**config.mk**
```make
export PLATFORM = sky130hd
export DESIGN_NAME = axis_word_serializer
export DESIGN_NICKNAME = d
export VERILOG_FILES = /design/src/rtl/axis_word_serializer.sv
export SDC_FILE = /design/constraint.sdc
export NUM_CORES = 1
export LEC_CHECK = 0
export BUFFER_PORTS_ARGS = -buffer_cell sky130_fd_sc_hd__buf_2
export CORE_ASPECT_RATIO = 1.5
export CORE_MARGIN = 4
export CORE_UTILIZATION = 25
export CTS_BUF_LIST = sky130_fd_sc_hd__clkbuf_16
export DETAILED_ROUTE_END_ITERATION = 6
export PLACE_DENSITY = 0.46
export SLEW_MARGIN = 20
export SYNTH_ARGS = -nofsm -noshare
export SYNTH_HDL_FRONTEND = slang
export SYNTH_SLANG_ARGS = --single-unit
```
**constraint.sdc**
```tcl
create_clock -name aclk -period 2.2 [get_ports aclk]
set_input_delay 0.33 -clock aclk [delete_from_list [all_inputs] [get_ports aclk]]
set_output_delay 0.33 -clock aclk [all_outputs]
set_load 0.03 [all_outputs]
```
**src/rtl/axis_word_serializer.sv**
```systemverilog
// AXI-Stream word serializer: breaks one wide input beat into its kept
// words, emitted one per cycle in ascending index order. Empty
// keep-masked words are skipped without bubbles. A last beat with no kept
// words still produces one null word so that the packet boundary is
// preserved.
module axis_word_serializer #(
  parameter int unsigned WORD_WIDTH     = 16,
  parameter int unsigned BUS_WIDTH      = 64,
  localparam int unsigned WORDS_PER_BEAT = BUS_WIDTH / WORD_WIDTH
) (
  input  logic                      aclk,
  input  logic                      areset,
  input  logic                      s_valid,
  output logic                      s_ready,
  input  logic [BUS_WIDTH-1:0]      s_data,
  input  logic [WORDS_PER_BEAT-1:0] s_keep,
  input  logic                      s_last,
  output logic                      m_valid,
  input  logic                      m_ready,
  output logic [WORD_WIDTH-1:0]     m_data,
  output logic                      m_keep,
  output logic                      m_last
);

  if ((BUS_WIDTH % WORD_WIDTH) != 0 || WORDS_PER_BEAT < 2) begin : g_bad_params
    $error("axis_word_serializer: BUS_WIDTH must be a multiple of WORD_WIDTH giving at least 2 words");
  end

  typedef enum logic {EMPTY, DRAIN} state_t;

  state_t                    state, state_n;
  logic [BUS_WIDTH-1:0]      buf_data;
  logic [WORDS_PER_BEAT-1:0] rem;
  logic [WORDS_PER_BEAT-1:0] rem_cleared;
  logic                      buf_last;
  logic [WORD_WIDTH-1:0]     sel_word;
  logic                      final_word;
  logic                      in_hs;
  logic                      out_hs;

  // Clearing the lowest set bit of rem yields the mask after this pop.
  // It is zero both for a single remaining word and for the null word.
  assign rem_cleared = rem & (rem - WORDS_PER_BEAT'(1));
  assign final_word  = (rem_cleared == '0);

  // Select the word at the lowest set bit of rem.
  // Descending scan: the lowest index is written last and wins.
  always_comb begin
    sel_word = '0;
    for (int unsigned i = WORDS_PER_BEAT; i > 0; i--) begin
      if (rem[i-1]) sel_word = buf_data[(i-1)*WORD_WIDTH +: WORD_WIDTH];
    end
  end

  assign m_valid = (state == DRAIN);
  assign m_data  = m_valid ? sel_word : '0;
  assign m_keep  = m_valid && (rem != '0);
  assign m_last  = m_valid && buf_last && final_word;
  assign out_hs  = m_valid && m_ready;
  assign s_ready = !areset && ((state == EMPTY) || (out_hs && final_word));
  assign in_hs   = s_valid && s_ready;

  // Next state: a new beat with anything to emit enters DRAIN, even when it
  // replaces the final word. Otherwise, draining the final word returns to EMPTY.
  always_comb begin
    state_n = state;
    if (in_hs) begin
      state_n = ((s_keep != '0) || s_last) ? DRAIN : EMPTY;
    end else if (out_hs && final_word) begin
      state_n = EMPTY;
    end
  end

  // State register.
  always_ff @(posedge aclk or posedge areset) begin
    if (areset) state <= EMPTY;
    else        state <= state_n;
  end

  // Holding register: load on an input handshake, otherwise retire one word per output handshake.
  always_ff @(posedge aclk or posedge areset) begin
    if (areset) begin
      buf_data <= '0;
      rem      <= '0;
      buf_last <= 1'b0;
    end else if (in_hs) begin
      buf_data <= s_data;
      rem      <= s_keep;
      buf_last <= s_last;
    end else if (out_hs) begin
      rem <= rem_cleared;
      if (final_word) buf_last <= 1'b0;
    end
  end

endmodule

```
==> out/metrics.cfg, run 1 <==
[synth]
synthTopCellsByArea = dfrtp_1 (53%), mux2_4 (13%), mux2_2 (13%)
seq_area_frac_synth_pct = 52.83
synth_nets = 319
synth.most_common_cell = dfrtp_1
ys_ff_latch = 70
yosysUniqueCellTypes = 30
postSynthCellCount = 246
synthTopCellsByCount = dfrtp_1 (70), mux2_2 (37), mux2_4 (28)
yosys.area.top_type = dfrtp_1
synth_flop_cell = dfrtp_1
async_flop_share_pct = 100.0
synth_top_area_share_pct = 52.83
avgSynthCellArea_um2 = 13.48
synth-edff-count = 0
netlist_area_um2 = 3316
yosys_warnings = 0

[placed_design]
post-place-cells = 492
pre_cts_ws_ns = 0.2407
portBuffers = 92
routabilityCongestion = 0.7605
dp_hpwl_um = 6512

[sta]
finalMaxSlewViolations = 0
fin_ws_ns = 0.04944
period_needed_ns = 2.151
setup_viol = 0
timing.fmax_mhz = 465.0
fin_crit_sh_pct = 97.75
worst_slew_pin_slew_ns = 0.3988
finalSetupTns_ns = 0
finClkSkew_ns = 0.004194
rsz0062_at_grt = yes
worst_slew_margin_rel_pct = 73.41
hold_viol_final = 0

[layout]
syn_to_final_growth_pct = 34.30
final_util_pct = 34.21
drive_above_1_share_pct = 58.87
diodes = 0
nets = 423
instances_no_fill = 514

[power]
power.density_nw_per_um2 = 1448
peakVddDrop_v = 0.0004234
power_leakage_nw = 1.983
total_power_w = 0.006450

[global_route]
grt.met3_usage_pct = 3.229
grt_pass1_vias = 2644
grtUsageMet1_pct = 15.48
grt_max_degree = 71
gr-total-overflow = 0
grt_util_met2_pct = 20.51
grtUsageTotal_pct = 12.47
busiest_layer = met2
grt_antenna_before_repair = 0
grt_pass1_wl_um = 14370

[critical_path]
timing.critical_path.max_delay_family = buffers and inverters
critPathBufInv = 3
crit_chain = buf_4, nor4b_2, a2111oi_1, buf_4, nor2_1, clkbuf_4
path_class = flop to primary output
cpPeakStageDelay_ns = 0.45
critPathMaxFanout = 7
reg2reg_slack_ns = 0.13
cp-start-kind = flop
critical_path_arrival_ns = 1.82
crit_path_top_delay_cell = dfrtp_2
worstPathRequired_ns = 1.87
crit_path_end_kind = primary output
crit_path_frequent_cell = buf_4

[routing]
drtAntennaViolNets = 0
routed_via_density = 4.759
routed_wl_um = 9373
drc = 0
first_pass_iters = 4
via_count = 2446
wire_per_inst_um = 18.24
drtIter0Drc = 65

[clock_network]
clk_path_buf_depth = 2
root_buffer = clkbuf_16
cts_buffers = 9
cts_tree = built
cts_hold_buffers = 0
clk_pin_slew_ns = 0.06
clock_latency_ns = 0.33
clock-sinks = 70
htree_num_levels = 3

[floorplanning]
core_um2 = 13020
dieWidth_um = 102.0
start_util_pct = 25.47
num_io_pins = 93
die_area_um2 = 15210
rows = 51
die_y_um = 149.0

[min_path]
min_path_type = primary input to asynchronous set/reset pin

[outcome]
status = finished, final reports clean

[run]
maxCapViolations = 0

## stage by stage
step           area, µm²  hold slack (ns)
3_3_place_gp        4019           0.4622
3_5_place_dp        4019           0.4715
2_1_floorplan       3316           0.4584
4_1_cts             4325           0.1185
6_report            4453          0.08291
5_1_grt             4453           0.1369
## worst reg2reg max path, cell delays in order, from the launching register on
cell and delay [ns]:
dfrtp_2 0.47, buf_4 0.16, a211oi_2 0.35, o311a_4 0.35
buf_12 0.23, mux2_2 0.39
## power breakdown
group          internal, W  total (W)  switching (W)  leakage [nW]
clock network     0.000867    0.00140       0.000538         0.133
registers          0.00189    0.00229       0.000407         0.819
logic              0.00137    0.00275        0.00138          1.03
total              0.00412    0.00645        0.00233          1.98
## sequential cells by signal (all words and copies together) (netlist names)
name	flops
buf_last	1
buf_data	64
m_valid	1
rem	4
## placed cells by master (no fill, tap or decap), drive strengths merged
cell | synthesis | final
o31a | 1 | 1
mux2i | 3 | 3
mux2 | 65 | 65
o2bb2ai | 1 | 1
o221ai | 5 | 5
a21oi | 9 | 9
nor4b | 2 | 2
inv | 5 | 4
o311a | 1 | 1
o22ai | 12 | 12
a211oi | 2 | 2
clkbuf | 9 | 10
clkinv | 0 | 3
buf | 11 | 112
nand2 | 3 | 3
nor3 | 12 | 12
o21a | 1 | 1
a221oi | 12 | 12
bufinv | 0 | 1
nor2 | 5 | 5
nand3b | 4 | 4
clkinvlp | 0 | 4
o21ai | 5 | 5
o2111ai | 1 | 1
dfrtp | 70 | 70
a2111oi | 1 | 1
or4 | 1 | 1
or2 | 1 | 1
nor2b | 2 | 2
nand2b | 2 | 2
## cell families after synthesis
kind of cell	synth area share (%)
simple gates	5.321
compound gates	11.55
buf+inv	4.151
flops	52.83
mux	26.15
## area by class of cell
type | count | area (µm²)
flip-flops and latches | 70 | 1755
fillers | 1350 | 8564
repair buffers | 113 | 698.2
clock inverters | 7 | 65.06
clock buffers | 9 | 225.2
inverters | 5 | 22.52
well taps | 159 | 198.9
multi-input cells | 151 | 1488
## per-layer routing
layer | vias to the layer above | part of all wire, %
met1 | 1234 | 42
li1 | 1143 | -
met5 | - | 0
met3 | 10 | 4.6
met2 | 59 | 52
met4 | 0 | 1.5
## what timing repair did
action	in CTS	in global routing
gates resized for setup	7	20
pin swaps	0	1
setup buffers	0	5
endpoints found under the setup margin	13	11
gates cloned	0	1
## final timing paths
kind	start	end	cells past startpoint
setup / recovery	rem[2]	s_ready	6
hold / removal	areset	buf_data[47]	3
setup reg to reg	rem[2]	buf_data[51]	5
hold reg to reg	buf_data[31]	buf_data[31]	1
max in group asynchronous	areset	rem[3]	3
min in group aclk	s_data[18]	buf_data[18]	2
Power figures use the tool's default switching activity.
==> inputs of run 2 (changes only) <==
Settings changed: ABC_AREA set to 1.
==> run 2 against run 1 <==
Against the previous run: total power shrank 2.7%; combinational power about the same; cell count grew 25%; maximum frequency rose by 3.0%; non-clock buffer count is 7 lower; global-route usage is 3.0 points higher; flip-flop and latch count did not move; clock power fell by 11%; routed wire length up 23%; sequential share of layout area rose by 1.8 points; critical path type unchanged; largest cell class unchanged.
==> out/metrics.cfg, run 2 <==
[critical_path]
r2r_start = rem[0]  ; was rem[2]
reg2reg_depth = 8  ; was 5
cp-start-kind = flop  ; unchanged
reg2reg_slack_ns = 0.43  ; was 0.13 ns
path_class = flop to primary output  ; unchanged
reg2reg_to = buf_data[33]  ; was buf_data[51]
worstPathRequired_ns = 1.87  ; about the same
critical_path_arrival_ns = 1.76  ; was 1.82 ns
crit_path_end_kind = primary output  ; unchanged
critPathMaxFanout = 16  ; was 7

[sta]
fin_crit_sh_pct = 94.93  ; was 97.75%
worst_slew_margin_rel_pct = 61.46  ; was 73.41%
worst_slew_pin_slew_ns = 0.5781  ; was 0.3988 ns
finClkSkew_ns = 0.003998  ; was 0.004194 ns
fin_ws_ns = 0.1115  ; was 0.04944 ns
period_needed_ns = 2.088  ; was 2.151 ns
finalMaxSlewViolations = 0  ; unchanged
finalSetupTns_ns = 0  ; unchanged
rsz0062_at_grt = no  ; was yes
setup_viol = 0  ; unchanged
timing.fmax_mhz = 478.8  ; was 465.0 MHz
hold_viol_final = 0  ; unchanged

[layout]
regMostFlops = buf_data  ; unchanged
syn_to_final_growth_pct = 25.24  ; was 34.30%
instances_no_fill = 641  ; was 514
layout_common_cells = nand2_1 (150), buf_2 (91), dfrtp_1 (70)  ; was buf_2 (88), dfrtp_1 (67), mux2_2 (37)
drive_above_1_share_pct = 25.10  ; was 58.87%
largest_register_ffs = 64  ; unchanged
reg_top3 = buf_data: 64 flops, rem: 4 flops  ; unchanged
diodes = 0  ; unchanged
final_util_pct = 32.35  ; was 34.21%
final_common_cell = nand2_1  ; was buf_2
nets = 551  ; was 423

[global_route]
grt_max_degree = 67  ; was 71
grt.met3_usage_pct = 2.225  ; was 3.229%
grt_pass1_vias = 3282  ; was 2644
grtUsageTotal_pct = 15.43  ; was 12.47%
grt_antenna_before_repair = 0  ; unchanged
grt_util_met2_pct = 23.84  ; was 20.51%
grt_pass1_wl_um = 18110  ; was 14370 µm
busiest_layer = met2  ; unchanged
gr-total-overflow = 0  ; unchanged
grtUsageMet1_pct = 21.38  ; was 15.48%

[floorplanning]
dieWidth_um = 103.2  ; was 102.0 µm
die_area_um2 = 15550  ; was 15210 µm²
start_util_pct = 25.83  ; was 25.47%
die_y_um = 150.7  ; was 149.0 µm
num_io_pins = 93  ; unchanged
rows = 51  ; unchanged
core_um2 = 13150  ; was 13020 µm²

[run]
maxCapViolations = 0  ; unchanged

[routing]
first_pass_iters = 4  ; unchanged
drtAntennaViolNets = 0  ; unchanged
wire_per_inst_um = 17.98  ; was 18.24 µm
drtIter0Drc = 149  ; was 65
via_count = 3234  ; was 2446
routed_via_density = 5.045  ; was 4.759
drc = 0  ; unchanged
routed_wl_um = 11530  ; was 9373 µm

[clock_network]
cts_buffers = 9  ; unchanged
clk_pin_slew_ns = 0.05  ; was 0.06 ns
cts_hold_buffers = 0  ; unchanged
clock_latency_ns = 0.33  ; about the same
clock-sinks = 70  ; unchanged
clk_path_buf_depth = 2  ; unchanged
root_buffer = clkbuf_16  ; unchanged
cts_setup_buffers = 0  ; unchanged
cts_tree = built  ; unchanged
htree_num_levels = 3  ; unchanged

[placed_design]
post-place-cells = 626  ; was 492
dp_hpwl_um = 8336  ; was 6512 µm
routabilityCongestion = 0.7771  ; was 0.7605
pre_cts_ws_ns = 0.3875  ; was 0.2407 ns
portBuffers = 92  ; unchanged

[synth]
netlist_area_um2 = 3396  ; was 3316 µm²
yosys_warnings = 0  ; unchanged
yosys.area.top_type = dfrtp_1  ; unchanged
synth.most_common_cell = nand2_1  ; was dfrtp_1
ys_ff_latch = 70  ; unchanged
postSynthCellCount = 398  ; was 246
yosysUniqueCellTypes = 22  ; was 30
async_flop_share_pct = 100.0  ; unchanged
synthTopCellsByCount = nand2_1 (150), dfrtp_1 (70), nand4_1 (67)  ; was dfrtp_1 (70), mux2_2 (37), mux2_4 (28)
synth_nets = 471  ; was 319
synth-edff-count = 0  ; unchanged
synthTopCellsByArea = dfrtp_1 (52%), nand2_1 (17%), nand4_1 (12%)  ; was dfrtp_1 (53%), mux2_4 (13%), mux2_2 (13%)
synth_flop_cell = dfrtp_1  ; unchanged
synth_top_area_share_pct = 51.58  ; was 52.83%
avgSynthCellArea_um2 = 8.532  ; was 13.48 µm²
seq_area_frac_synth_pct = 51.58  ; was 52.83%

[outcome]
status = finished, final reports clean  ; unchanged

[power]
power.density_nw_per_um2 = 1475  ; was 1448 nW/µm²
power_leakage_nw = 2.180  ; was 1.983 nW
peakVddDrop_v = 0.0003901  ; was 0.0004234 V

[min_path]
min_path_type = primary input to asynchronous set/reset pin  ; unchanged

run 2: what timing repair did:
item,in CTS,in global routing
gates resized for setup,0,3
setup endpoints to repair,0,14
endpoints found under the hold margin,0,0
run 2: cell families after synthesis:
kind of cell           count (synthesis)  synth area share, %
and+or+nand+nor                      230                31.17
buffers and inverters                 47                6.743
AOI/OAI and AO/OA                     51                10.50
DFF                                   70                51.58
run 2: worst max-delay path, stage by stage, from the launching register on:
cell and delay (ns):
dfrtp_1 0.42, clkinv_1 0.11, nand2_1 0.08, buf_6 0.19
o221ai_1 0.17, a21oi_1 0.22, buf_2 0.23
run 2: worst max path at each step:
stage	startpoint	end	slack [ns]	cells past startpoint
final	rem[0]	m_data[3]	0.11	6
after global routing	rem[0]	m_data[0]	0.02	6
after CTS	rem[2]	m_data[15]	0.03	5
after detailed placement	rem[0]	buf_data[33]	0.39	8
after global placement	rem[2]	m_data[15]	0.41	5
after floorplan	m_valid	m_data[10]	0.09	4
run 2: area by class of cell:
| cell class | instances | area [µm²] |
|---|---|---|
| multi-input combinational | 281 | 1418 |
| fill | 1439 | 8892 |
| timing repair buffer | 106 | 596.8 |
| tap | 159 | 198.9 |
| sequential | 70 | 1752 |
| inverter | 10 | 40.04 |
| clock inverter | 6 | 22.52 |
| clock buffer | 9 | 225.2 |
run 2: stage by stage:
stage                     hold WS [ns]  area [µm²]  total power [W]
final                         0.006468        4253         0.006274
after global routing           0.03322        4253         0.006733
after CTS                     0.007964        4244         0.006337
after detailed placement        0.3588        3996         0.005086
after global placement          0.3602        3996         0.005072
after floorplan                 0.4419        3397         0.004141
run 2: power by group:
group	leakage [nW]	total, W	switching (W)	internal [W]
clock network	0.128	0.00124	0.000505	0.000731
registers	0.871	0.00232	0.000424	0.00189
logic	1.18	0.00272	0.00187	0.000855
run 2: routing by layer:
metal  routed length (µm)  part of all wire (%)
met5                    0                     0
met3                  558                   4.8
met2                 5529                    48
met4                  250                   2.2
met1                 5186                    45
